--- src/rtl/recepcion.sv ---
// recepcion: 8N1 UART receiver for the HC-05 Bluetooth link.
// Derives a bit-rate clock (clk_div) from clk_in, samples the synchronized
// serial line once per bit on the falling edge of clk_div, and presents each
// correctly framed byte on dout with a one-bit-period rcv pulse.
module recepcion #(
    parameter int BAUD_DIV = 5208
) (
    input  logic       clk_in,
    input  logic       reset,
    input  logic       rx,
    output logic       clk_div,
    output logic [7:0] dout,
    output logic       rcv
);

    localparam int CW = $clog2(BAUD_DIV);
    localparam logic [CW-1:0] CNT_LAST = CW'(BAUD_DIV - 1);
    localparam logic [CW-1:0] CNT_HALF = CW'(BAUD_DIV / 2 - 1);

    typedef enum logic [1:0] {
        IDLE = 2'd0,
        DATA = 2'd1,
        STOP = 2'd2
    } state_t;

    // Power-up values equal the reset values so the block works with reset tied low.
    logic [CW-1:0] cnt_q     = '0;
    logic          clk_div_q = 1'b0;
    logic [1:0]    sync_q    = 2'b11;
    state_t        state_q   = IDLE;
    logic [2:0]    idx_q     = 3'd0;
    logic [7:0]    shift_q   = 8'h00;
    logic [7:0]    dout_q    = 8'h00;
    logic          rcv_q     = 1'b0;

    state_t        state_d;
    logic [2:0]    idx_d;
    logic [7:0]    shift_d;
    logic [7:0]    dout_d;
    logic          rcv_d;

    logic          strobe;
    logic          rx_s;

    // The strobe coincides with the falling edge of clk_div: mid-bit for data
    // launched on its rising edge.
    assign strobe = (cnt_q == CNT_LAST);
    assign rx_s   = sync_q[1];

    // Bit-rate divider: clk_div rises at mid-count, falls when the count wraps.
    always_ff @(posedge clk_in) begin
        if (reset) begin
            cnt_q     <= '0;
            clk_div_q <= 1'b0;
        end else if (strobe) begin
            cnt_q     <= '0;
            clk_div_q <= 1'b0;
        end else begin
            cnt_q <= cnt_q + 1'b1;
            if (cnt_q == CNT_HALF) begin
                clk_div_q <= 1'b1;
            end
        end
    end

    // Two-flop synchronizer for the asynchronous serial line (idle level 1).
    always_ff @(posedge clk_in) begin
        if (reset) begin
            sync_q <= 2'b11;
        end else begin
            sync_q <= {sync_q[0], rx};
        end
    end

    // Frame FSM next state; everything advances only on a sample strobe.
    always_comb begin
        state_d = state_q;
        idx_d   = idx_q;
        shift_d = shift_q;
        dout_d  = dout_q;
        rcv_d   = rcv_q;
        if (strobe) begin
            rcv_d = 1'b0;
            case (state_q)
                IDLE: begin
                    if (!rx_s) begin
                        state_d = DATA;
                        idx_d   = 3'd0;
                    end
                end
                DATA: begin
                    shift_d[idx_q] = rx_s;
                    if (idx_q == 3'd7) begin
                        state_d = STOP;
                    end else begin
                        idx_d = idx_q + 1'b1;
                    end
                end
                STOP: begin
                    // A low stop bit is a framing error: the byte is dropped.
                    state_d = IDLE;
                    if (rx_s) begin
                        dout_d = shift_q;
                        rcv_d  = 1'b1;
                    end
                end
                default: begin
                    state_d = IDLE;
                end
            endcase
        end
    end

    // Frame FSM state and datapath registers.
    always_ff @(posedge clk_in) begin
        if (reset) begin
            state_q <= IDLE;
            idx_q   <= 3'd0;
            shift_q <= 8'h00;
            dout_q  <= 8'h00;
            rcv_q   <= 1'b0;
        end else begin
            state_q <= state_d;
            idx_q   <= idx_d;
            shift_q <= shift_d;
            dout_q  <= dout_d;
            rcv_q   <= rcv_d;
        end
    end

    assign clk_div = clk_div_q;
    assign dout    = dout_q;
    assign rcv     = rcv_q;

endmodule

--- config.mk ---
export PLATFORM = sky130hd
export DESIGN_NAME = recepcion
export DESIGN_NICKNAME = d
export VERILOG_FILES = /design/src/rtl/recepcion.sv
export SDC_FILE = /design/constraint.sdc
export NUM_CORES = 1
export LEC_CHECK = 0
export BUFFER_PORTS_ARGS = -buffer_cell sky130_fd_sc_hd__buf_2
export CELL_PAD_IN_SITES_DETAIL_PLACEMENT = 0
export CELL_PAD_IN_SITES_GLOBAL_PLACEMENT = 2
export CORE_MARGIN = 2
export CORE_UTILIZATION = 33
export CTS_CLUSTER_SIZE = 8
export DETAILED_ROUTE_END_ITERATION = 7
export GPL_ROUTABILITY_DRIVEN = 0
export HOLD_SLACK_MARGIN = 0.03
export MAX_ROUTING_LAYER = met4
export PLACE_DENSITY_LB_ADDON = 0.25
export SLEW_MARGIN = 10
export SYNTH_ARGS = -nofsm -noshare
export SYNTH_HDL_FRONTEND = slang
export SYNTH_SLANG_ARGS = --single-unit
export TNS_END_PERCENT = 10
--- constraint.sdc ---
create_clock -name clk_in -period 1.77 [get_ports clk_in]
set_input_delay 0.177 -clock clk_in [delete_from_list [all_inputs] [get_ports clk_in]]
set_output_delay 0.177 -clock clk_in [all_outputs]
set_load 0.01 [all_outputs]
# Word level (Yosys, flattened, before mapping)
# Index checks and enable logic that the tools add are counted.
# totals
regBits	38
latchBits	0
mem_bits_rw	0
romBits	0
wordCells	39
memories	0
# classes
addsub	2
n_mul	0
div	0
order_cmp	2
n_eq_ne	8
shifts	0
muxes	11
bitwise	0
reduce_logical	8
# ops
op	n
$add A13 B1 Y13 const B	1
$eq A13 B12 Y1 const B	1
$eq A13 B13 Y1 const B	1
$bwmux W8	1
$mux W3	2
$ne A2 B2 Y1 const B	3
$pmux W3 S2	1
$reduce_and A3 Y1	2
$lt A3 B4 Y1 const B	1
$mux W2	2
$pmux W2 S2	1
$reduce_and A4 Y1	1
$add A3 B1 Y3 const B	1
$demux W1 S3	1
$eq A3 B3 Y1 const B	1
$ge A3 B1 Y1 const B	1
$mux W1	3
$eq A2 B1 Y1 const B	1
$eq A2 B2 Y1 const B	1
$logic_not A2 Y1	1
$reduce_and A2 Y1	1
$reduce_bool A2 Y1	1
$reduce_or A2 Y1	1
$logic_and A1 B1 Y1	1

# Longest topological paths before layout
# logic_depth
word_depth	5
ltp_mapped	6
depth_no_buf	5

# Least setup slack after synthesis
# Ideal clock, no wire load.
# synth_path
kind	register to register
startpoint	register cnt_q[0]
endpoint	register idx_q[0]
setup_ns	0.070
arrival_ns	1.668
required_time_ns	1.700
slack_ns	0.032
stages_incl_launch_ff	6
synth_period_minus_slack_ns	1.738
cell_sequence	dfxtp_1 > ha_1 > nor3b_2 > nand4_4 > or4_1 > a21oi_1
# synth_between
elab_chain_cells	2
# synth_lines
item	line	source
start, declared	27	logic [CW-1:0] cnt_q = '0;
start signal, assigned	59	cnt_q <= cnt_q + 1'b1;
$eq A13 B13 Y1	47	assign strobe = (cnt_q == CNT_LAST);
$reduce_and A4 Y1 (no line)	-	
end signal, assigned	124	idx_q <= idx_d;
end, declared	31	logic [2:0] idx_q = 3'd0;
# Every way passes these cells.
# A chain may end at the register's enable or synchronous reset.

# Worst setup path after layout
# layout_path
startpoint	register idx_q[1]
endpoint	register idx_q[0]
# layout_between
elab_chain_cells	3
# layout_lines
item	line	source
$eq A3 B3 Y1	93	if (idx_q == 3'd7) begin
$ne A2 B2 Y1 (no line)	-	
$reduce_and A4 Y1 (no line)	-	
# Every way passes these cells.

==> impl_metrics.json <==
{
  "outcome": "finished, final reports clean",
  "fillers": 501,
  "clk_pin_slew_ps": 80,
  "clkPwrFrac_pct": 48.3,
  "cp_data_arrival_time_ps": 1880,
  "drtIter0Drc": 64,
  "rows": 26,
  "wl_per_cell_um": 12.07,
  "setup_viol": 0,
  "routed_wl_um": 3307,
  "critical_path.top_delay_family": "compound AO/OA/AOI/OAI gates",
  "fin_cells": 274,
  "cts-resized-gates": 0,
  "core_area_sq_um": 5010,
  "postLayoutSetupSlackWorst_ps": 101.0,
  "cp.required_ps": 1990,
  "vdd_drop_max_mv": 0.4719,
  "slew_headroom_pct": 76.46,
  "cts_tree": "yes",
  "antennaDiodeCount": 0,
  "p_int_mw": 1.459,
  "dr.pass1.iters": 4,
  "finalClockSkew_ps": 9.523,
  "cts_setup_buffers": 0,
  "synthToLayoutAreaGrowth_pct": 22.41,
  "cap_violations": 0,
  "clock.fmax_mhz": 599.2,
  "avgSynthCellArea_sq_um": 9.503,
  "ys.flop_type": "dfxtp_1",
  "min_period_over_period_pct": 94.29,
  "synth-edff-count": 0,
  "cp_max_fo": 6,
  "top_usage_layer": "met2",
  "ios": 13,
  "hpwl_um": 2515,
  "hp-class": "in -> reg",
  "first_global_vias": 1282,
  "worst-setup-path-type": "reg -> reg",
  "hold_viol": 0,
  "synthCells": 178,
  "die_w_um": 75.60,
  "slowest_stage": "or4_1",
  "vias": 1304,
  "start_util_pct": 33.77,
  "ys_warn_count": 0,
  "yosysTopAreaCell": "dfxtp_1",
  "end_kind": "flop",
  "path_common_cell": "ha_1",
  "cpPeakStageDelay_ps": 400,
  "clock_latency_ps": 280,
  "ys_ff_latch": 38,
  "yosysUniqueCellTypes": 36,
  "maxSlewViolCount": 0,
  "clockBufferDepth": 2,
  "total_power_mw": 1.802,
  "sequentialPowerShare_pct": 48.0,
  "grt_util_met3_pct": 3.968,
  "cts_htree_levels": 2,
  "worst_slew_pin_slew_ps": 349.9,
  "p_sw_mw": 0.3434,
  "postCtsHoldBufs": 0,
  "drtAntennaViolNets": 0,
  "clock-sinks": 38,
  "swShare_pct": 19.05,
  "min_period_ps": 1669,
  "design_area_sq_um": 2071,
  "synth_top_area_share_pct": 44.97,
  "portBuffers": 12,
  "yosysSeqAreaShare_pct": 44.97,
  "path_buf_inv": 0,
  "post-place-cells": 266,
  "mappedNetlistArea_sq_um": 1692,
  "remaining_drc_errors": 0,
  "syn_nets": 184,
  "powerDensity_nw_per_um2": 870.2,
  "grt_use_total_pct": 13.86,
  "power_leakage_nw": 0.8503,
  "root_buffer": "clkbuf_8",
  "synthTopCellsByArea": "dfxtp_1 45%, mux2i_1 9.5%, nand2b_1 7.0%",
  "antenna_found_initial": 0,
  "vias_per_cell": 4.759,
  "finalSetupTns_ps": 0,
  "p_comb_share_pct": 3.6,
  "grt_max_degree": 27,
  "place_area_sq_um": 1919,
  "cts_buffers": 5,
  "path_cells": "ha_1 > ha_1 > a211o_1 > or4_1 > a21oi_1",
  "use_met1_pct": 15.84,
  "whs_ps": 84.39,
  "gr-total-overflow": 0,
  "post-route-util_pct": 41.33,
  "async_flop_share_pct": 0,
  "final_nets": 209,
  "pre_cts_ws_ps": 82.87,
  "critPathLaunchType": "flop",
  "grt_util_met2_pct": 23.57,
  "die_area_sq_um": 5715,
  "die_h_um": 75.60,
  "drive_above_1_share_pct": 21.08,
  "grt_pass1_wl_um": 5775
}
-- layout by cell type (no fill, tap or decap), types with 2 or more instances in the layout --
cell and instances:
nor3_1 2, dfxtp_1 37, nand2_1 7, nand2b_1 19, buf_2 12, bufinv_16 2, clkbuf_8 5, nand3b_1 2
nor2_1 18, nand3_1 11, mux2i_1 16, a21oi_1 7, nor4_1 4, or2_2 2, and4_2 2, xor2_1 3
inv_1 2, nand4_1 6, nor2b_1 2, ha_1 3, buf_4 13, o21ai_0 5, or4_1 2, xnor2_1 7
-- registers in the layout, summed over array words and instances, names as in the netlist --
name and count:
idx_q 3, cnt_q 13, rcv 1, state_q 2, dout 8, sync_q 2
clk_div 1, shift_q 8
-- logic make-up (layout without fill, tap and decap cells) --
kind of cell	Yosys count	in the layout	share of synthesized area, %
AO/OA/AOI/OAI	15	15	5.029
multiplexers	16	16	9.467
XOR/XNOR	10	10	5.178
AND/OR/NAND/NOR	86	86	30.47
buffers and inverters	10	36	2.663
adder cells (fa/ha/maj)	3	3	2.219
flip-flops	38	38	44.97
-- worst reg2reg max path: stages, from the launching register on --
cell	delay, ps
dfxtp_2	350
ha_1	180
ha_1	200
a211o_1	330
or4_1	400
a21oi_1	140
-- layer usage --
metal,part of all wire (%),up-vias
met5,0,-
met4,0.67,0
met3,2.9,2
met2,53,13
met1,44,616
li1,-,673
-- Yosys cell counts (3+ instances only) --
cell type  number
nor2_1         18
a21oi_1         7
dfxtp_1        38
nand3_1        11
nand2b_1       19
o21ai_0         5
mux2i_1        16
nand4_1         6
ha_1            3
nor4_1          5
clkbuf_1        3
xor2_1          3
nand2_1         7
xnor2_1         7
-- final timing paths --
kind	startpoint	endpoint	slack (ps)	cells after the start
min	rx	sync_q[0]	80	2
max reg2reg	idx_q[1]	idx_q[0]	100	5
min reg2reg	sync_q[0]	sync_q[1]	420	1
max	idx_q[1]	idx_q[0]	100	5
-- cell type report --
type | count | area, sq um | share of cell area [%]
clock buffer | 5 | 68.82 | 3.323
clock inverter | 3 | 68.82 | 3.323
inverter | 2 | 7.507 | 0.3625
multi-input combinational | 130 | 898.4 | 43.38
sequential | 38 | 762.0 | 36.80
tap | 70 | 87.58 | 4.230
timing repair buffer | 26 | 177.7 | 8.580
-- power groups by stage --
stage	clock network [mW]	registers [mW]	logic (mW)
floorplan	0	0.887	0.0377
global placement	0	0.886	0.0641
detailed placement	0	0.886	0.0656
CTS	0.898	0.866	0.0660
global route	0.939	0.867	0.0736
finish	0.871	0.866	0.0655
No activity file was read; power rests on OpenSTA's default activity.
